File: src/rtl/ldpc_sched_ctrl.sv
// Iteration scheduler for a layered QC-LDPC decoder: frame load, alternating check/variable
// passes with pipeline-drain gaps, and syndrome-driven early termination.
module ldpc_sched_ctrl #(
   parameter int unsigned CIRC         = 31,
   parameter int unsigned LOG2CIRC     = 6,
   parameter int unsigned MAX_ITER     = 30,
   parameter int unsigned LOG2MAX_ITER = 5,
   parameter int unsigned PIPE_GAP     = 2
) (
   input  logic                    clk,
   input  logic                    rst,
   input  logic                    start,
   input  logic                    syn_valid,
   input  logic                    syn_ok,
   output logic [3:0]              fsm,
   output logic                    busy,
   output logic                    load_en,
   output logic                    proc_en,
   output logic                    phase,
   output logic [LOG2CIRC-1:0]     circ_addr,
   output logic                    syn_req,
   output logic                    success,
   output logic [LOG2MAX_ITER-1:0] iterations
);

   localparam int unsigned GAP_W = $clog2(PIPE_GAP + 1);
   localparam int unsigned CNT_W = (LOG2CIRC > GAP_W) ? LOG2CIRC : GAP_W;
   localparam logic [CNT_W-1:0]        CIRC_LAST = CNT_W'(CIRC - 1);
   localparam logic [CNT_W-1:0]        GAP_LAST  = CNT_W'(PIPE_GAP - 1);
   localparam logic [LOG2MAX_ITER-1:0] ITER_MAX  = LOG2MAX_ITER'(MAX_ITER);

   typedef enum logic [3:0] {
      StIdle    = 4'd0,
      StLoad    = 4'd1,
      StInitSyn = 4'd2,
      StDone    = 4'd3,
      StPassA   = 4'd4,
      StGapA    = 4'd5,
      StPassB   = 4'd6,
      StGapB    = 4'd7,
      StSynWait = 4'd8
   } state_e;

   state_e                   state_q, state_d;
   logic [CNT_W-1:0]         cnt_q, cnt_d;
   logic                     success_d, syn_req_d;
   logic [LOG2MAX_ITER-1:0]  iter_d;
   logic                     busy_d, load_en_d, proc_en_d, phase_d;
   logic [LOG2CIRC-1:0]      addr_d;

   assign fsm = state_q;

   always_comb begin
      state_d   = state_q;
      cnt_d     = cnt_q;
      success_d = success;
      iter_d    = iterations;
      syn_req_d = 1'b0;

      unique case (state_q)
         StIdle, StDone: begin
            if (start) begin
               state_d   = StLoad;
               cnt_d     = '0;
               success_d = 1'b0;
               iter_d    = '0;
            end
         end
         StLoad: begin
            if (cnt_q == CIRC_LAST) begin
               state_d   = StInitSyn;
               cnt_d     = '0;
               syn_req_d = 1'b1;
            end else begin
               cnt_d = cnt_q + 1'b1;
            end
         end
         StInitSyn: begin
            if (syn_valid) begin
               cnt_d = '0;
               if (syn_ok) begin
                  state_d   = StDone;
                  success_d = 1'b1;
                  iter_d    = '0;
               end else begin
                  state_d = StPassA;
               end
            end
         end
         StPassA, StPassB: begin
            if (cnt_q == CIRC_LAST) begin
               state_d = (state_q == StPassA) ? StGapA : StGapB;
               cnt_d   = '0;
            end else begin
               cnt_d = cnt_q + 1'b1;
            end
         end
         StGapA: begin
            if (cnt_q == GAP_LAST) begin
               state_d = StPassB;
               cnt_d   = '0;
            end else begin
               cnt_d = cnt_q + 1'b1;
            end
         end
         StGapB: begin
            if (cnt_q == GAP_LAST) begin
               state_d   = StSynWait;
               cnt_d     = '0;
               iter_d    = iterations + 1'b1;
               syn_req_d = 1'b1;
            end else begin
               cnt_d = cnt_q + 1'b1;
            end
         end
         StSynWait: begin
            if (syn_valid) begin
               cnt_d = '0;
               if (syn_ok) begin
                  state_d   = StDone;
                  success_d = 1'b1;
               end else if (iterations == ITER_MAX) begin
                  state_d   = StDone;
                  success_d = 1'b0;
               end else begin
                  state_d = StPassA;
               end
            end
         end
         default: begin
            state_d = StIdle;
            cnt_d   = '0;
         end
      endcase

      // Output strobes are decoded from the next state so they register in step with fsm.
      busy_d    = (state_d != StIdle) && (state_d != StDone);
      load_en_d = (state_d == StLoad);
      proc_en_d = (state_d == StPassA) || (state_d == StPassB);
      phase_d   = (state_d == StPassB) || (state_d == StGapB);
      addr_d    = (load_en_d || proc_en_d) ? LOG2CIRC'(cnt_d) : '0;
   end

   always_ff @(posedge clk) begin
      if (rst) begin
         state_q    <= StIdle;
         cnt_q      <= '0;
         busy       <= 1'b0;
         load_en    <= 1'b0;
         proc_en    <= 1'b0;
         phase      <= 1'b0;
         circ_addr  <= '0;
         syn_req    <= 1'b0;
         success    <= 1'b0;
         iterations <= '0;
      end else begin
         state_q    <= state_d;
         cnt_q      <= cnt_d;
         busy       <= busy_d;
         load_en    <= load_en_d;
         proc_en    <= proc_en_d;
         phase      <= phase_d;
         circ_addr  <= addr_d;
         syn_req    <= syn_req_d;
         success    <= success_d;
         iterations <= iter_d;
      end
   end

endmodule
File: config.mk
export PLATFORM = sky130hd
export DESIGN_NAME = ldpc_sched_ctrl
export DESIGN_NICKNAME = d
export VERILOG_FILES = /design/src/rtl/ldpc_sched_ctrl.sv
export SDC_FILE = /design/constraint.sdc
export NUM_CORES = 1
export LEC_CHECK = 0
export ABC_AREA = 0
export BUFFER_PORTS_ARGS = -buffer_cell sky130_fd_sc_hd__buf_2
export CAP_MARGIN = 15
export CORE_MARGIN = 2
export CORE_UTILIZATION = 59
export CTS_CLUSTER_SIZE = 28
export DETAILED_ROUTE_END_ITERATION = 16
export PLACE_DENSITY = 0.83
export SLEW_MARGIN = 10
export SYNTH_ARGS = -nofsm -noshare
export SYNTH_HDL_FRONTEND = slang
export SYNTH_SLANG_ARGS = --single-unit
export TNS_END_PERCENT = 10
File: constraint.sdc
create_clock -name clk -period 5.4 [get_ports clk]
set_input_delay 0.54 -clock clk [delete_from_list [all_inputs] [get_ports clk]]
set_output_delay 0.54 -clock clk [all_outputs]
set_load 0.03 [all_outputs]
-- Yosys cells after proc, flatten, opt, wreduce, memory -nomap -nowiden
Cells that the tools add are included.
- bits in registers: 27
- input port bits: 5
- output and inout bits: 21
- eq/ne operators: 22
- add/subtract/negate cells: 2
- bitwise logic cells: 1
- mux-type cells: 32
- reductions and logical operators: 16
- operators by type and width (operator ; number):
    $eq A4 B3 Y1 const B ; 7
    $mux W4 ; 7
    $pmux W4 S7 ; 1
    $mux W6 ; 4
    $pmux W6 S4 ; 1
    $mux W5 ; 4
    $pmux W5 S3 ; 1
    $ne A2 B2 Y1 const B ; 5
    $reduce_or A2 Y1 ; 5
    $mux W3 ; 3
    $eq A4 B1 Y1 const B ; 2
    $eq A4 B2 Y1 const B ; 2
    $mux W1 ; 8
    $add A6 B1 Y6 const B ; 1
    $eq A6 B1 Y1 const B ; 1
    $eq A6 B5 Y1 const B ; 1
    $reduce_and A6 Y1 ; 1
    $reduce_bool A3 Y1 ; 2
    $add A5 B1 Y5 const B ; 1
    $eq A5 B5 Y1 const B ; 1
    $reduce_and A5 Y1 ; 1
    $eq A4 B4 Y1 const B ; 1
    $logic_not A4 Y1 ; 1
    $ne A4 B2 Y1 const B ; 1
    9 further kinds ; 11

-- Depth between registers and ports, before layout
Gate-level depths: netlist of run 1.
- word-level depth: 10
- gate-level depth with buffers: 8

-- Worst setup path before layout of run 1
Ideal clock, no wire load.
- path kind: register -> register
- start point: register cnt_q[1]
- end point: register iterations[2]
- clock period less this slack: 2.378 ns
- arrival: 2.307 ns
- setup slack: 3.022 ns
- library setup time: 0.071 ns
- cell stages (with the launch flop): 9
- cell sequence: dfxtp_1 > inv_1 > ha_1 > or4b_4 > or2_4 > a221o_1 > or2_1 > or3b_1 > a21oi_1
- cells in the longest elaborated chain, start to end: 3
- ends and longest elaborated chain (element ; RTL line ; RTL):
    start: declaration ; 45 ; logic [CNT_W-1:0] cnt_q, cnt_d;
    start signal: assignment ; 158 ; cnt_q <= cnt_d;
    $eq A6 B1 Y1 ; 107 ; if (cnt_q == GAP_LAST) begin
    $ne A2 B2 Y1 (no line) ; - ;
    $reduce_and A5 Y1 (no line) ; - ;
    end signal: assignment ; 166 ; iterations <= iter_d;
    end: declaration ; 23 ; output logic [LOG2MAX_ITER-1:0] iterations
Every way passes these cells.
A chain may end at the register's enable or synchronous reset.

-- Worst setup path after layout of run 1
Ends and elaborated chain as after synthesis.

==> results of run 1 <==
-- cells in the final DEF, fill, tap and decap left out, types with 2 or more instances in the layout --
cell,netlist,layout
a211o_1,3,3
buf_2,0,25
nand3_1,6,6
dfxtp_1,27,27
nor3b_1,4,4
or4b_1,2,2
or3_1,5,5
a22oi_1,2,2
and3_1,3,3
nand2b_1,2,2
nand2_1,11,11
clkbuf_4,0,3
nor3_1,5,5
a21oi_1,15,15
o21ai_0,8,8
a221o_1,2,2
inv_1,5,5
nor4b_1,2,2
nor2_1,21,21
ha_1,5,5
a211oi_1,3,3
nor2b_1,12,12
o211ai_1,2,2
-- sequential cells by signal, summed over array words and instances, names as in the netlist, 4 cells and up --
name        flops
circ_addr       6
cnt_q           6
fsm             4
iterations      5
-- power by group through the flow --
| stage | registers [mW] | clock network, mW | logic, mW |
|---|---|---|---|
| floorplan | 0.215 | 0 | 0.0264 |
| global placement | 0.212 | 0 | 0.0403 |
| detailed placement | 0.212 | 0 | 0.0415 |
| CTS | 0.208 | 0.0862 | 0.0417 |
| global route | 0.209 | 0.0928 | 0.0458 |
| finish | 0.208 | 0.0838 | 0.0418 |
-- final cells by class --
cell class	instances	area share, %
Multi-Input combinational cell	140	54.39
Inverter	5	1.144
Timing Repair Buffer	25	7.628
Sequential cell	27	32.95
Tap cell	30	2.288
Clock buffer	4	1.602
-- worst paths after layout --
kind,slack [ps],endpoint,startpoint
hold reg to reg,520,iterations[4],iterations[4]
hold / removal,520,iterations[4],iterations[4]
setup / recovery,2810,iterations[2],cnt_q[1]
setup reg to reg,2810,iterations[2],cnt_q[1]
-- metrics by stage --
step	hold slack (ps)	util (%)	instance area [sq um]	setup WS [ps]	power, mW
final	521.1	67.44	1640	2808	0.3335
after global routing	517.8	67.44	1640	2704	0.3476
after CTS	516.6	67.44	1640	2796	0.3358
after detailed placement	510.2	66.36	1614	2819	0.2539
after global placement	483.5	66.36	1614	2961	0.2522
after floorplan	531.2	-	1485	3022	0.2416
-- routing by layer --
| layer | vias to the layer above | global-route usage (%) | routed length, microns |
|---|---|---|---|
| met2 | 37 | 42.77 | 1655 |
| met3 | 2 | 5.556 | 135 |
| met4 | 0 | 5.417 | 8 |
| li1 | 702 | - | - |
| met1 | 632 | 29.18 | 1414 |
| met5 | - | 0 | 0 |
-- logic make-up (layout without fill, tap and decap cells) --
logic type / after synthesis / in the layout / share of synthesized area, %
AOI/OAI and AO/OA: 48 / 48 / 21.74
xor gates and xnor gates: 2 / 2 / 1.180
adders and majority gates: 5 / 5 / 4.212
buffers and inverters: 14 / 34 / 3.539
DFF: 27 / 27 / 36.39
muxes: 1 / 1 / 0.7582
and+or+nand+nor: 84 / 84 / 32.18
-- worst max-delay path, cell delays in order, from the launching register on --
cell,delay (ps)
dfxtp_1,370
inv_1,70
ha_1,130
or4b_4,480
or2_4,260
a221o_1,390
or2_1,280
or3b_1,390
a21oi_1,170
==> results.toml, run 1 <==
[timing]
layout_min_cycle_time_ps = 2592
rsz0062_at_grt = "no"
tns_ps = 0
final_hold_viol_count = 0
tightestPinTransition_ps = 705.7
fmax_mhz = 385.8
relSlewSlack_pct = 52.89
setup_violations = 0
slew_violations = 0
fin_crit_sh_pct = 48.00
skew_ps = 7.087

[cells_and_area]
diodes = 0
syn2layout_area_growth_pct = 10.45
fillers = 200
final_nets = 212
finalNonFillerCells = 231
regArea_sq_um = 540.5
layout-drive-gt1-share_pct = 16.42
multi_input_comb_area_sq_um = 892.1

[global_route]
grt_pass1_vias = 1181
grt_usage_pct = 24.08
grt_pass1_wl_mm = 5.209
grt_overflow_total = 0
antenna_found_initial = 0
grt_max_degree = 24

[clock_network]
hold_buffers = 0
cts_buffer_depth = 2
insertion_delay_ps = 320
root_buffer = "clkbuf_4"
cts_resized = 0
clk_pin_slew_ps = 130
numCtsBuffers = 3
cts.sinks = 27
cts_setup_buffers = 0
cts_tree = "done"
htreeDepth = 1

[routing]
dr.pass1.iters = 4
vias = 1373
drc = 0
drt_iter0_drc = 19
wl_per_cell_microns = 13.91
detail-route-antenna-nets = 0
avgViaCountPerCell = 5.944
totalWireLength_mm = 3.213

[die]
start_util_pct = 61.06
fp.dieArea_sq_um = 2934
dieHeight_microns = 54.17
rows = 18
core_sq_um = 2432
io_pins = 26
die_w_microns = 54.17

[logic_synthesis]
synth_area_leaders = "dfxtp_1 36%, nor2_1 5.3%, a21oi_1 5.1%"
syn_area_per_cell_sq_um = 8.205
synth_area_sq_um = 1485
synth_flop_cell = "dfxtp_1"
synth.net_count = 191
async_flop_share_pct = 0
ys_warn_count = 0
synth_edf_count = 0
ys_types = 50
ys_seq_area_share_pct = 36.39
synth_top_cell_area_share_pct = 36.39
yosys-top-cells-count = "27 x dfxtp_1, 21 x nor2_1, 15 x a21oi_1, 12 x nor2b_1, 11 x nand2_1"
syn_inst = 181
synth-seq-cells = 27
synth.largest_area_cell = "dfxtp_1"
yosysMostFrequentCell = "dfxtp_1"

[pwr]
pwr-share-clk_pct = 25.1
intPower_mw = 0.2473
p_switching_mw = 0.08624
pwr_density_cell_nw_per_um2 = 203.3
sw_frac_of_total_pct = 25.86
ir_drop_mv = 0.2774
pwr-share-seq_pct = 62.3
cellLeakagePower_nw = 0.7011
p_comb_share_pct = 12.5

[worst_setup_path]
start_kind = "register"
required_ps = 5660
crit_type = "register to register"
ff2ff_path_depth = 8
crit_fanout = 8
end_kind = "register"
arrival_ps = 2850

[status]
run_status = "finished, final reports clean"

[hold_path]
hp-class = "register to register"
min_path_cells = 2

[place]
io_buffer_count = 25
placed_cells = 227
routabilityCongestion = 0.9439
hpwl_mm = 2.340

[job]
maxCapViolCount = 0
Note: power is estimated with default switching activity, not from simulation.
==> run 2, diff against run 1 <==
Settings changed: ABC_AREA 0 to 1, CORE_UTILIZATION 59 to 56, PLACE_DENSITY 0.83 to 0.79.
Clock period 5.4 ns to 2.7 ns, I/O delays scaled along.
==> results.toml, run 2 <==
[clock_network]
cts_setup_buffers = 0
numCtsBuffers = 3
htreeDepth = 1
cts.sinks = 27
cts_resized = 0
cts_tree = "done"
clk_pin_slew_ps = 140
cts_buffer_depth = 2
insertion_delay_ps = 320
hold_buffers = 0
root_buffer = "clkbuf_4"

[logic_synthesis]
synth.largest_area_cell = "dfxtp_1"
ys_types = 29
synth_top_cell_area_share_pct = 33.59
synth-seq-cells = 27
synth.net_count = 236
ys_warn_count = 0
yosys-top-cells-count = "44 x nand2_1, 31 x nor2_1, 29 x inv_1, 27 x dfxtp_1, 15 x a21oi_1"
synth_flop_cell = "dfxtp_1"
syn_inst = 226
synth_edf_count = 0
syn_area_per_cell_sq_um = 7.120
synth_area_sq_um = 1609
synth_area_leaders = "dfxtp_1 34%, nand2_1 10%, nor2_1 7.2%"
ys_seq_area_share_pct = 33.59
async_flop_share_pct = 0
yosysMostFrequentCell = "nand2_1"

[cells_and_area]
layout-drive-gt1-share_pct = 28.35
fillers = 240
final_nets = 265
syn2layout_area_growth_pct = 11.82
most-common-layout-cells = "44 x nand2_1, 31 x nor2_1, 29 x inv_1"
layout_commonest_cell = "nand2_1"
diodes = 0
top_regs = "circ_addr: 6 flops, cnt_q: 6 flops, iterations: 5 flops"
finalNonFillerCells = 285

[timing]
tightestPinTransition_ps = 297.0
fin_crit_sh_pct = 64.17
slew_violations = 0
tns_ps = 0
rsz0062_at_grt = "no"
relSlewSlack_pct = 80.17
layout_min_cycle_time_ps = 1733
fmax_mhz = 577.1
skew_ps = 2.657
setup_violations = 0
final_hold_viol_count = 0

[pwr]
cellLeakagePower_nw = 0.8664
pwr_density_cell_nw_per_um2 = 422.6
ir_drop_mv = 0.4468

[routing]
vias = 1461
wl_per_cell_microns = 12.14
dr.pass1.iters = 4
detail-route-antenna-nets = 0
totalWireLength_mm = 3.459
drc = 0
drt_iter0_drc = 72
avgViaCountPerCell = 5.126

[job]
maxCapViolCount = 0

[worst_setup_path]
required_ps = 2970
arrival_ps = 2000
crit_type = "register to register"
start_kind = "register"
crit_fanout = 5
end_kind = "register"

[global_route]
grt_max_degree = 17
antenna_found_initial = 0
grt_overflow_total = 0
grt_pass1_vias = 1341
grt_pass1_wl_mm = 5.878
grt_usage_pct = 22.16

[place]
routabilityCongestion = 1.003
io_buffer_count = 25
hpwl_mm = 2.765
placed_cells = 281

[status]
run_status = "finished, final reports clean"

[hold_path]
hp-class = "input port to register"

[die]
start_util_pct = 58.86
io_pins = 26
rows = 19
core_sq_um = 2734
die_w_microns = 57.61
dieHeight_microns = 57.61
fp.dieArea_sq_um = 3318
-- run 2: cell count changes after synthesis, sizes merged, moves of 7 or more --
cell / previous run / this run
nor2: 21 / 47
inv: 5 / 37
nor2b: 12 / 0
nand2: 11 / 54
clkbuf: 7 / 0
-- run 2: final timing paths --
| path | cells past startpoint | to | startpoint | slack [ps] |
|---|---|---|---|---|
| worst max-delay path | 10 | circ_addr[5] | fsm[1] | 970 |
| worst min-delay path | 2 | fsm[3] | rst | 240 |
| worst max register to register | 10 | circ_addr[5] | fsm[1] | 970 |
| worst min register to register | 2 | iterations[0] | iterations[0] | 520 |
-- run 2: power by group --
group	total, mW	internal (mW)	switching, mW
Sequential	0.425	0.413	0.0124
Clock	0.175	0.0566	0.118
Combinational	0.160	0.0483	0.112
-- run 2: critical path: stages (launching register included) --
cell	delay (ps)
dfxtp_1	500
inv_2	110
nand2_2	120
inv_2	60
nor2_4	120
nand3_2	120
o21ai_1	120
nor2_1	90
o21ai_0	220
inv_1	100
a21oi_1	110
-- run 2: cell type report --
class,count,area (sq um),share of cell area (%)
clock inverters,1,7.507,0.4172
repair buffers,25,125.1,6.954
inverters,37,138.9,7.719
well taps,31,38.79,2.156
clock buffers,3,22.52,1.252
multi-input cells,161,925.9,51.46
flip-flops and latches,27,540.5,30.04
-- run 2: layer usage --
metal / GRT usage, % / up-vias / part of all wire [%]
met5: 0 / - / 0
met3: 2.948 / 8 / 5.9
met1: 32.39 / 645 / 49
li1: - / 762 / -
met4: 5.648 / 0 / 0.90
met2: 34.58 / 46 / 44
-- run 2: stage by stage --
step	util (%)	area [sq um]	power, mW	hold WS [ps]	setup WS (ps)
floorplan	-	1609	0.5565	432.3	995.1
global placement	64.71	1769	0.5910	498.6	1043
detailed placement	64.71	1769	0.5925	502.0	1020
CTS	65.81	1799	0.7637	231.6	974.8
global route	65.81	1799	0.7958	228.4	777.9
finish	65.81	1799	0.7603	235.7	967.3
-- run 2: cell families (layout without fill, tap and decap cells) --
logic type / count (synthesis) / in the layout / synth area share (%)
AOI/OAI and AO/OA: 34 / 34 / 12.99
xor gates and xnor gates: 4 / 4 / 2.178
adders and majority gates: 5 / 5 / 3.888
buffers and inverters: 38 / 66 / 8.864
DFF: 27 / 27 / 33.59
and+or+nand+nor: 118 / 118 / 38.49
